File: src/rtl/instruction_fetch_unit.sv
// Instruction fetch unit: owns the PC, issues reads to instruction memory and
// buffers the returned words in a DEPTH-entry prefetch FIFO for decode.
// Latency: a fetch issued in cycle N is visible to decode in cycle N+2.
// Backpressure: stops issuing when buffered + in-flight words would exceed DEPTH.
// Ports:
//   clk, rst                     clock, async active-high reset
//   rd_en_im, im_address         read request to instruction memory
//   im_instruction               memory read data (one cycle after request)
//   instr_valid/instr_ready      decode handshake; instr/instr_pc = head entry
//   redirect_en, redirect_addr   branch/jump: flush buffer, load new PC
//   halt                         suppress new fetches while high
module instruction_fetch_unit #(
  parameter int                    WORD_SIZE  = 19,
  parameter int                    ADDR_WIDTH = 19,
  parameter logic [ADDR_WIDTH-1:0] RESET_PC   = '0,
  parameter int                    DEPTH      = 2
) (
  input  logic                  clk,
  input  logic                  rst,
  output logic                  rd_en_im,
  output logic [ADDR_WIDTH-1:0] im_address,
  input  logic [WORD_SIZE-1:0]  im_instruction,
  output logic                  instr_valid,
  input  logic                  instr_ready,
  output logic [WORD_SIZE-1:0]  instr,
  output logic [ADDR_WIDTH-1:0] instr_pc,
  input  logic                  redirect_en,
  input  logic [ADDR_WIDTH-1:0] redirect_addr,
  input  logic                  halt
);

  localparam int PTR_W = (DEPTH > 1) ? $clog2(DEPTH) : 1;
  localparam int CNT_W = $clog2(DEPTH + 1);

  logic [ADDR_WIDTH-1:0] r_pc;
  logic                  r_inflight;
  logic [ADDR_WIDTH-1:0] r_req_pc;
  logic [WORD_SIZE-1:0]  r_buf_instr [DEPTH];
  logic [ADDR_WIDTH-1:0] r_buf_pc    [DEPTH];
  logic [PTR_W-1:0]      r_head;
  logic [PTR_W-1:0]      r_tail;
  logic [CNT_W-1:0]      r_count;

  logic                  w_hs;
  logic                  w_pop;
  logic                  w_push;
  logic [CNT_W:0]        w_level;

  assign instr_valid = (r_count != '0);
  assign instr       = r_buf_instr[r_head];
  assign instr_pc    = r_buf_pc[r_head];
  assign im_address  = r_pc;

  // The raw handshake frees a slot for issue purposes; a redirect discards
  // the whole buffer anyway, so the effective pop is masked by it.
  assign w_hs   = instr_valid && instr_ready;
  assign w_pop  = w_hs && !redirect_en;
  assign w_push = r_inflight && !redirect_en;

  // Slots committed next cycle: buffered + in flight - leaving now.
  // Never negative because a handshake implies r_count >= 1.
  assign w_level = {1'b0, r_count}
                 + {{CNT_W{1'b0}}, r_inflight}
                 - {{CNT_W{1'b0}}, w_hs};

  // Gated by rst so the request is withdrawn the moment reset asserts.
  assign rd_en_im = !rst && !halt && !redirect_en
                    && (w_level < (CNT_W+1)'(DEPTH));

  always_ff @(posedge clk or posedge rst) begin
    if (rst) begin
      r_pc       <= RESET_PC;
      r_inflight <= 1'b0;
      r_req_pc   <= '0;
      r_head     <= '0;
      r_tail     <= '0;
      r_count    <= '0;
      for (int i = 0; i < DEPTH; i++) begin
        r_buf_instr[i] <= '0;
        r_buf_pc[i]    <= '0;
      end
    end else if (redirect_en) begin
      // Flush: the response of any outstanding request is dropped by
      // clearing r_inflight, so it is never pushed.
      r_pc       <= redirect_addr;
      r_inflight <= 1'b0;
      r_head     <= '0;
      r_tail     <= '0;
      r_count    <= '0;
    end else begin
      r_inflight <= rd_en_im;
      if (rd_en_im) begin
        r_pc     <= r_pc + ADDR_WIDTH'(1);
        r_req_pc <= r_pc;
      end
      if (w_push) begin
        r_buf_instr[r_tail] <= im_instruction;
        r_buf_pc[r_tail]    <= r_req_pc;
        r_tail              <= r_tail + PTR_W'(1);
      end
      if (w_pop) begin
        r_head <= r_head + PTR_W'(1);
      end
      r_count <= r_count + CNT_W'(w_push) - CNT_W'(w_pop);
    end
  end

endmodule

File: config.mk
export PLATFORM = sky130hd
export DESIGN_NAME = instruction_fetch_unit
export DESIGN_NICKNAME = d
export VERILOG_FILES = /design/src/rtl/instruction_fetch_unit.sv
export SDC_FILE = /design/constraint.sdc
export NUM_CORES = 1
export LEC_CHECK = 0
export CAP_MARGIN = 25
export CORE_MARGIN = 2
export CORE_UTILIZATION = 55
export DETAILED_ROUTE_END_ITERATION = 10
export DONT_BUFFER_PORTS = 1
export PLACE_DENSITY = 0.78
export SYNTH_ARGS = -nofsm -noshare
export SYNTH_HDL_FRONTEND = slang
export SYNTH_SLANG_ARGS = --single-unit
File: constraint.sdc
create_clock -name clk -period 3.54 [get_ports clk]
set_clock_uncertainty 0.2 [all_clocks]
set_input_delay 0.354 -clock clk [delete_from_list [all_inputs] [get_ports clk]]
set_output_delay 0.354 -clock clk [all_outputs]
set_load 0.02 [all_outputs]
==> impl_metrics.py, run 1 <==
metrics = {
    "power_and_ir_drop": {
        "swShare": 0.303,
        "p_int_mw": 3.32,
        "switchingPower_mw": 1.44,
        "leakage_nw": 3.12,
        "ir_worst_vdd_mv": 0.438,
        "power_frac_comb": 0.218,
        "seqPwrFrac": 0.416,
        "clkPwrFrac": 0.366,
        "p_per_area_mw_per_mm2": 701,
    },
    "synth": {
        "synth_flop_cell": "dfrtp_1",
        "synth_warnings": 0,
        "ys_ff_latch": 119,
        "synth-edff-count": 0,
        "syn_nets": 495,
        "synthAdderAreaFrac": 0.0129,
        "synthArstFlopShare": 1.00,
        "ys_seq_area_frac": 0.548,
        "synth_top_family_by_area": "multiplexers",
        "synthSimpleGateAreaFrac": 0.109,
        "synth_compound_area_frac": 0.0550,
        "synth_cells": 447,
        "muxShareOfSynthArea": 0.238,
        "synthXorXnorAreaFrac": 0.0113,
        "synth_area_mm2": 0.00544,
        "synth.distinct_cells": 49,
        "synth_area_per_cell_um2": 12.2,
    },
    "final_layout": {
        "num-fill-cells": 652,
        "regArea_mm2": 0.00298,
        "syn2layout_area_growth_pct": 24.9,
        "final_cells": 649,
        "final_nets": 551,
        "stdcell_area_mm2": 0.00679,
        "drive_gt1_frac": 0.349,
        "multi_input_area_mm2": 0.00237,
        "diodes": 0,
    },
    "clock_tree": {
        "worstSkewPairLatency_ps": 510,
        "clock-root-buffer": "clkbuf_8",
        "tritoncts": "yes",
        "clk_pin_slew_worst_paths_ps": 60,
        "cts_max_path_buffers": 2,
        "cts_max_level": 4,
        "cts_num_sinks": 119,
        "cts_buffers": 17,
    },
    "drt": {
        "wl_per_cell_um": 19.7,
        "num_vias": 3844,
        "drt_iter0_markers": 165,
        "antenna_left": 0,
        "drcViolationCount": 0,
        "vias_per_cell": 5.92,
        "drt-total-wl_um": 12800,
        "first_pass_iters": 5,
    },
    "sta": {
        "fin_crit_sh": 0.963,
        "report.final.slew_viol_count": 0,
        "relSlewSlack": 0.343,
        "grt_setup_unrepaired": "true",
        "tightest_slew_ps": 986,
        "timing.fmax_ghz": 0.293,
        "setup-violations-final": 0,
        "hold_violations": 0,
        "fin_crit_ps": 3410,
    },
    "global_routing": {
        "grt_pass1_wl_um": 20100,
        "first_global_vias": 3933,
        "track_usage": 0.248,
        "antenna_found_initial": 0,
        "grt_max_degree": 44,
        "grt_overflow": 0,
    },
    "floorplan": {
        "die_area_mm2": 0.0107,
        "core_mm2": 0.00968,
        "start_util": 0.561,
        "die_x_um": 103,
        "rows": 36,
        "pin_count": 102,
        "die_y_um": 103,
    },
    "critical_path": {
        "r2r_setup_slack_ps": 130,
        "critPathCaptureType": "register",
        "criticalPathCategory": "register to register",
        "startpoint_type": "register",
        "critPathMaxFanout": 4,
        "cp.arrival_ps": 3590,
        "required_ps": 3720,
    },
    "job": {
        "cap_viol_max_count": 0,
    },
    "place": {
        "place_area_mm2": 0.00565,
        "numPlacedInstances": 569,
        "io_buffers": 0,
        "hpwlAfterDp_um": 7780,
        "gp_congestion": 0.947,
    },
    "worst_hold_path": {
        "hold_path.class": "input pin to register",
    },
    "outcome": {
        "outcome": "completed",
    },
}
[Yosys cell counts (2+ instances only)]
cell type | n | area (um2)
nand3_1 | 11 | 55.1
and3_1 | 2 | 12.5
xnor2_1 | 4 | 35.0
dfrtp_1 | 119 | 2980
or2_2 | 3 | 18.8
nor3_1 | 8 | 40.0
a21oi_1 | 5 | 25.0
xor2_1 | 3 | 26.3
nor2_1 | 9 | 33.8
and4_1 | 2 | 17.5
ha_1 | 4 | 50.1
or3_1 | 2 | 12.5
a22oi_1 | 4 | 30.0
nand2b_1 | 2 | 12.5
clkbuf_1 | 21 | 78.8
inv_1 | 12 | 45.0
a311oi_1 | 2 | 17.5
a221o_1 | 3 | 30.0
nor2b_1 | 2 | 12.5
nand2_1 | 61 | 229
o21ai_0 | 11 | 55.1
nand4_1 | 7 | 43.8
o311ai_0 | 3 | 26.3
o21bai_1 | 2 | 15.0
or4_1 | 3 | 22.5
nor4_1 | 3 | 18.8
buf_1 | 3 | 11.3
a21o_1 | 2 | 15.0
mux2_2 | 114 | 1280
[final timing paths]
path                       cells after the start                         end                     start
hold / removal                                 4  im_address[11]$_DFFE_PP0P_                      halt
setup reg to reg                              12  im_address[13]$_DFFE_PP0P_      r_count[1]$_DFF_PP0_
setup / recovery                              12  im_address[13]$_DFFE_PP0P_      r_count[1]$_DFF_PP0_
max in group asynchronous                      3  r_buf_instr[9]$_DFFE_PP0P_                       rst
min in group asynchronous                      2   im_address[3]$_DFFE_PP0P_                       rst
hold reg to reg                                2    r_req_pc[18]$_DFFE_PP0P_  r_req_pc[18]$_DFFE_PP0P_
[power groups by stage]
| stage | registers, mW | logic (mW) | clock network [mW] |
|---|---|---|---|
| finish | 1.98 | 1.04 | 1.74 |
| global route | 2.03 | 1.12 | 1.84 |
| CTS | 1.97 | 1.03 | 1.77 |
| detailed placement | 2.00 | 0.965 | 0 |
| global placement | 1.97 | 0.942 | 0 |
| floorplan | 1.90 | 0.861 | 0 |
[what timing repair did]
item | in CTS | in global routing
resized for setup | 3 | 7
endpoints found under the hold margin | 86 | 0
pin swaps | 0 | 2
setup endpoints to repair | 1 | 5
cloned | 0 | 1
hold buffers | 44 | 0
setup buffers | 0 | 3
[metrics by stage]
| step | power, mW | hold slack [ps] | worst slack (ps) | TNS (ps) | util |
|---|---|---|---|---|---|
| floorplan | 2.77 | 259 | 2.79 | 0 | - |
| global placement | 2.91 | 123 | 115 | 0 | 0.583 |
| detailed placement | 2.96 | 133 | 63.0 | 0 | 0.583 |
| CTS | 4.77 | 153 | 3.66 | 0 | 0.694 |
| global route | 4.99 | 107 | -8.06 | -12.8 | 0.701 |
| finish | 4.76 | 109 | 130 | 0 | 0.701 |
[placed cells by master (no fill, tap or decap), types with 3 or more instances in the layout]
| cell type | count |
|---|---|
| nor2_1 | 8 |
| nor3_1 | 8 |
| o311ai_0 | 3 |
| nand2_1 | 59 |
| mux2_2 | 114 |
| clkinv_2 | 4 |
| clkinvlp_4 | 4 |
| clkbuf_16 | 17 |
| nand3_1 | 11 |
| dfrtp_1 | 117 |
| or4_1 | 3 |
| o21ai_0 | 11 |
| xor2_1 | 3 |
| ha_1 | 4 |
| a21oi_1 | 5 |
| bufinv_16 | 4 |
| a221o_1 | 3 |
| dlygate4sd3_1 | 43 |
| buf_4 | 15 |
| nor4_1 | 3 |
| inv_1 | 10 |
| nand4_1 | 7 |
| xnor2_1 | 4 |
| a22oi_1 | 4 |
[per-layer routing]
| metal | track usage | vias up | routed length [um] |
|---|---|---|---|
| li1 | - | 1709 | - |
| met3 | 0.0759 | 28 | 1040 |
| met1 | 0.320 | 1919 | 5260 |
| met5 | 0 | - | 0 |
| met4 | 0.0901 | 0 | 241 |
| met2 | 0.397 | 188 | 6280 |
[sequential cells by signal (all words and copies together), names as in the netlist]
| name | flops |
|---|---|
| r_inflight | 1 |
| r_buf_pc | 38 |
| r_count | 2 |
| r_tail | 1 |
| r_head | 1 |
| r_buf_instr | 38 |
| r_req_pc | 19 |
| im_address | 19 |
[kinds of logic (layout without fill, tap and decap cells)]
kind of cell / Yosys count / after routing
and+or+nand+nor: 122 / 122
AOI/OAI and AO/OA: 42 / 42
adders and majority gates: 5 / 5
buffers and inverters: 37 / 106
xor gates and xnor gates: 7 / 7
muxes: 115 / 115
DFF: 119 / 119
[cell type report]
class / count / area share
flip-flops and latches: 119 / 0.439
inverters: 12 / 0.00755
repair buffers: 62 / 0.0917
multi-input cells: 291 / 0.349
well taps: 133 / 0.0245
clock inverters: 13 / 0.0265
clock buffers: 19 / 0.0621
[worst max-delay path, stage by stage, from the launching register on]
cell and delay (ps):
dfrtp_2 400, or2_4 250, nand2_2 70, inv_1 40
ha_1 260, nand2b_1 150, fa_1 500, nor4b_4 280
nand2_2 140, buf_4 180, a31oi_1 150, dlygate4sd3_1 560
o211ai_1 80
Note: power is estimated with default switching activity, not from simulation.
==> run 2, diff against run 1 <==
Settings changed: CAP_MARGIN 25 to 20, CELL_PAD_IN_SITES_DETAIL_PLACEMENT set to 0, CELL_PAD_IN_SITES_GLOBAL_PLACEMENT set to 2, CORE_UTILIZATION 55 to 38, PLACE_DENSITY 0.78 to 0.81.
==> run 2 against run 1 <==
Maximum frequency shrank 0.91%; routed wire length rose by 2.2%; sequential power about the same; worst setup slack lost 31 ps; clock power barely moved; combinational power about the same; worst hold slack lost 36 ps; via count decreased by 4.3%; power up 0.23%; final cell count increased by 6.8%; register-to-register slack worse by 30 ps; core utilization shrank 21 points; critical endpoint is now im_address[17]$_DFFE_PP0P_.
==> impl_metrics.py, run 2 (same netlist as run 1, synthesis figures left out) <==
metrics = {
    "drt": {
        "num_vias": 3679,
        "antenna_left": 0,
        "wl_per_cell_um": 18.9,
        "first_pass_iters": 4,
        "vias_per_cell": 5.31,
        "drt_iter0_markers": 159,
        "drcViolationCount": 0,
        "drt-total-wl_um": 13100,
    },
    "floorplan": {
        "core_mm2": 0.0139,
        "start_util": 0.390,
        "die_area_mm2": 0.0153,
        "die_y_um": 124,
        "rows": 43,
        "pin_count": 102,
        "die_x_um": 124,
    },
    "clock_tree": {
        "clk_pin_slew_worst_paths_ps": 50,
        "cts_buffers": 17,
        "tritoncts": "yes",
        "cts_max_path_buffers": 2,
        "clock-root-buffer": "clkbuf_16",
        "worstSkewPairLatency_ps": 410,
        "cts_max_level": 4,
        "cts_num_sinks": 119,
    },
    "critical_path": {
        "cp.arrival_ps": 3530,
        "crit_family": "simple AND/OR/NAND/NOR gates",
        "startpoint": "r_count[1]$_DFF_PP0_",
        "cp_num_buf_inv": 1,
        "r2r-end": "im_address[17]$_DFFE_PP0P_",
        "reg2reg_depth": 10,
        "required_ps": 3630,
        "crit_slowest_cell": "or4_4",
        "reg2reg_from": "r_count[1]$_DFF_PP0_",
        "critPathMaxFanout": 5,
        "r2r_setup_slack_ps": 100,
        "criticalPathCategory": "register to register",
        "cp_cell_sequence": "or2_4, nand2_1, inv_1, ha_1, nand2b_1, fa_1, or4b_4, or4_4, o32ai_2, nor2_1",
        "startpoint_type": "register",
        "cp_slowest_stage_delay_ps": 550,
        "critPathCaptureType": "register",
    },
    "final_layout": {
        "largestRegisters": "r_buf_instr: 38 flops, r_buf_pc: 38 flops",
        "multi_input_area_mm2": 0.00236,
        "num-fill-cells": 1212,
        "syn2layout_area_growth_pct": 25.8,
        "stdcell_area_mm2": 0.00684,
        "regArea_mm2": 0.00298,
        "diodes": 0,
        "final_cells": 693,
        "final_nets": 550,
        "final_cell_mix": "dfrtp_1 (117), mux2_2 (114), nand2_1 (61)",
        "drive_gt1_frac": 0.347,
        "layout_commonest_cell": "dfrtp_1",
        "finish.utilization": 0.491,
    },
    "worst_hold_path": {
        "worstHoldStart": "redirect_en",
        "hold_path.class": "input pin to register",
        "min_to": "im_address[7]$_DFFE_PP0P_",
        "hold_depth": 2,
    },
    "sta": {
        "setup-violations-final": 0,
        "relSlewSlack": 0.296,
        "hold_ws_ps": 72.9,
        "setup_ws_ps": 98.6,
        "fin_crit_ps": 3440,
        "setup-tns-final_ps": 0,
        "timing.fmax_ghz": 0.291,
        "hold_violations": 0,
        "tightest_slew_ps": 1050,
        "fin_crit_sh": 0.972,
        "report.final.slew_viol_count": 0,
        "grt_setup_unrepaired": "true",
    },
    "power_and_ir_drop": {
        "power_frac_comb": 0.216,
        "ir_worst_vdd_mv": 0.348,
        "leakage_nw": 3.13,
        "p_per_area_mw_per_mm2": 698,
        "power.total_mw": 4.77,
        "swShare": 0.293,
        "p_int_mw": 3.37,
        "clkPwrFrac": 0.370,
        "switchingPower_mw": 1.40,
        "seqPwrFrac": 0.414,
    },
    "global_routing": {
        "first_global_vias": 3921,
        "grt_pass1_wl_um": 20800,
        "track_usage": 0.182,
        "grt_overflow": 0,
        "antenna_found_initial": 0,
        "grt_max_degree": 52,
    },
    "outcome": {
        "outcome": "completed",
    },
    "job": {
        "cap_viol_max_count": 0,
    },
    "place": {
        "gp_congestion": 0.801,
        "io_buffers": 0,
        "pre_cts_slack_ps": 77.8,
        "place_area_mm2": 0.00576,
        "hpwlAfterDp_um": 8670,
        "numPlacedInstances": 621,
    },
}
## run 2: changes by cell type in the layout (fill, tap and decap cells not counted), moves of 2 or more
cell | previous run | this run
clkbuf_8 | 1 | 5
clkinvlp_4 | 4 | 1
clkinv_2 | 4 | 2
dlygate4sd3_1 | 43 | 41
nand2_1 | 59 | 61
nand2_2 | 2 | 0
## run 2: power by group through the flow
stage	logic (mW)	clock network (mW)	registers, mW
2_1_floorplan	0.861	0	1.90
3_3_place_gp	0.968	0	1.97
3_5_place_dp	0.986	0	2.00
4_1_cts	1.04	1.82	1.97
5_1_grt	1.12	1.87	2.03
6_report	1.03	1.77	1.97
## run 2: how the worst max path moves through the flow
stage	to	slack (ps)	cells after the start
finish	im_address[17]$_DFFE_PP0P_	100	10
CTS	rd_en_im	20	11
global route	rd_en_im	-60	11
detailed placement	im_address[17]$_DFFE_PP0P_	80	10
global placement	im_address[17]$_DFFE_PP0P_	110	10
floorplan	im_address[17]$_DFFE_PP0P_	3	11
## run 2: timing repair
action	in CTS	in global routing
endpoints found under the setup margin	1	5
hold buffers	41	0
endpoints found under the hold margin	110	0
buffers inserted	0	0
gates resized for setup	1	6
pin swaps	0	1
## run 2: layout make-up
type,instances,area share
clock buffer,23,0.0728
sequential,119,0.436
inverter,12,0.00714
multi-input combinational,291,0.346
tap,180,0.0329
clock inverter,7,0.0172
timing repair buffer,61,0.0885
## run 2: layer usage
| layer | routed length, um | GRT usage | vias up |
|---|---|---|---|
| met3 | 870 | 0.0549 | 16 |
| li1 | - | - | 1709 |
| met2 | 6270 | 0.295 | 98 |
| met5 | 0 | 0 | - |
| met1 | 5760 | 0.226 | 1856 |
| met4 | 195 | 0.0767 | 0 |
==> run 3, diff against run 2 <==
Settings changed: PLACE_DENSITY 0.81 to 0.82.
==> run 3 against run 2 <==
Sequential share of layout area rose by 0.49 points; worst hold slack got worse by 31 ps; clock power is 6% lower; maximum frequency rose by 1.8%; register-to-register slack better by 60 ps; sequential cell count did not move; final cell count decreased by 0.14%; power down 2.7%; global-route usage about the same; die area is the same; sequential power about the same; critical path type unchanged; critical endpoint is now im_address[9]$_DFFE_PP0P_; highest routed layer unchanged.
==> impl_metrics.py, run 3 (same netlist as run 1, synthesis figures left out) <==
metrics = {
    "outcome": {
        "outcome": "completed",
    },
    "clock_tree": {
        "post-cts-setup-buffers": 0,
        "cts_num_sinks": 119,
        "clock-root-buffer": "clkbuf_16",
        "cts_max_path_buffers": 2,
        "cts_max_level": 4,
        "clk_pin_slew_worst_paths_ps": 50,
        "worstSkewPairLatency_ps": 410,
        "cts_buffers": 17,
        "tritoncts": "yes",
    },
    "drt": {
        "drt_iter0_markers": 157,
        "drcViolationCount": 0,
        "drt-total-wl_um": 12900,
        "vias_per_cell": 5.33,
        "wl_per_cell_um": 18.7,
        "num_vias": 3685,
        "first_pass_iters": 4,
        "antenna_left": 0,
    },
    "place": {
        "pre_cts_slack_ps": 64.6,
        "hpwlAfterDp_um": 8430,
        "io_buffers": 0,
        "numPlacedInstances": 621,
        "gp_congestion": 0.784,
        "place_area_mm2": 0.00576,
    },
    "floorplan": {
        "rows": 43,
        "start_util": 0.390,
        "die_y_um": 124,
        "die_x_um": 124,
        "pin_count": 102,
        "core_mm2": 0.0139,
        "die_area_mm2": 0.0153,
    },
    "sta": {
        "fin_crit_ps": 3380,
        "fin_crit_sh": 0.955,
        "hold_ws_ps": 41.9,
        "setup-violations-final": 0,
        "relSlewSlack": 0.284,
        "setup_ws_ps": 158,
        "setup-tns-final_ps": 0,
        "tightest_slew_ps": 1070,
        "grt_setup_unrepaired": "false",
        "hold_violations": 0,
        "report.final.slew_viol_count": 0,
        "timing.fmax_ghz": 0.296,
    },
    "final_layout": {
        "layout_commonest_cell": "dfrtp_1",
        "final_nets": 548,
        "syn2layout_area_growth_pct": 24.4,
        "drive_gt1_frac": 0.348,
        "final_cells": 692,
        "final_cell_mix": "dfrtp_1 (117), mux2_2 (114), nand2_1 (60)",
        "largestRegisters": "r_buf_instr: 38 flops, r_buf_pc: 38 flops",
        "finish.utilization": 0.485,
        "stdcell_area_mm2": 0.00676,
        "diodes": 0,
    },
    "power_and_ir_drop": {
        "p_per_area_mw_per_mm2": 687,
        "power.total_mw": 4.64,
        "ir_worst_vdd_mv": 0.318,
        "leakage_nw": 3.08,
    },
    "worst_hold_path": {
        "hold_depth": 3,
        "hold_path.class": "input pin to register",
    },
    "global_routing": {
        "grt_overflow": 0,
        "grt_max_degree": 41,
        "antenna_found_initial": 0,
        "first_global_vias": 3844,
        "grt_pass1_wl_um": 20600,
        "track_usage": 0.182,
    },
    "critical_path": {
        "cp_cell_sequence": "or2_4, nand2_2, inv_1, ha_1, nand2b_1, fa_1, or4b_4, or4_4, o31ai_4, a31o_1",
        "crit_slowest_cell": "or4_4",
        "critPathCaptureType": "register",
        "criticalPathCategory": "register to register",
        "cp.arrival_ps": 3530,
        "critPathMaxFanout": 5,
        "reg2reg_depth": 10,
        "cp_slowest_stage_delay_ps": 560,
        "required_ps": 3690,
        "startpoint_type": "register",
    },
    "job": {
        "cap_viol_max_count": 0,
    },
}
-- run 3: changes by cell type in the layout (fill, tap and decap cells not counted), sizes merged --
| cell | delta |
|---|---|
| clkinv | +1 |
| clkinvlp | +2 |
| clkbuf | -1 |
| dlygate4sd3 | -1 |
| buf | -1 |
| bufinv | -1 |
-- run 3: final cells by class --
type	instances	area [um2]
Fill cell	1243	7170
Clock buffer	22	474
Tap cell	180	225
Inverter	12	48.8
Clock inverter	9	100
Multi-Input combinational cell	291	2370
Timing Repair Buffer	59	568
Sequential cell	119	2980
-- run 3: path summary, 6_finish.rpt --
| path | endpoint | slack, ps | startpoint |
|---|---|---|---|
| max in group asynchronous | r_buf_instr[3]$_DFFE_PP0P_ | 2260 | rst |
| min | im_address[13]$_DFFE_PP0P_ | 40 | redirect_en |
| max | im_address[9]$_DFFE_PP0P_ | 160 | r_count[1]$_DFF_PP0_ |
| min in group asynchronous | im_address[5]$_DFFE_PP0P_ | 200 | rst |
| max reg2reg | im_address[9]$_DFFE_PP0P_ | 160 | r_count[1]$_DFF_PP0_ |
| min reg2reg | r_req_pc[9]$_DFFE_PP0P_ | 300 | r_req_pc[9]$_DFFE_PP0P_ |
-- run 3: critical path, delay by kind of cell (launching register included) --
| kind | cells | cell delay, ps |
|---|---|---|
| flops | 1 | 400 |
| buf+inv | 1 | 40 |
| fa+ha+maj | 2 | 750 |
| compound gates | 2 | 380 |
| simple gates | 5 | 1550 |
-- run 3: per-layer routing --
metal | vias to the layer above | routed length (um) | global-route usage
met1 | 1824 | 5610 | 0.227
met5 | - | 0 | 0
met2 | 136 | 6050 | 0.292
met3 | 9 | 1120 | 0.0682
li1 | 1716 | - | -
met4 | 0 | 131 | 0.0618
-- run 3: what timing repair did --
action,CTS,global route
hold buffers,40,0
gates resized for setup,0,6
endpoints found under the setup margin,0,5
hold endpoints to repair,179,0
-- run 3: power by group --
part           internal (mW)  total (mW)  switching [mW]
combinational          0.466        1.02           0.552
clock                   1.08        1.66           0.577
sequential              1.71        1.97           0.261
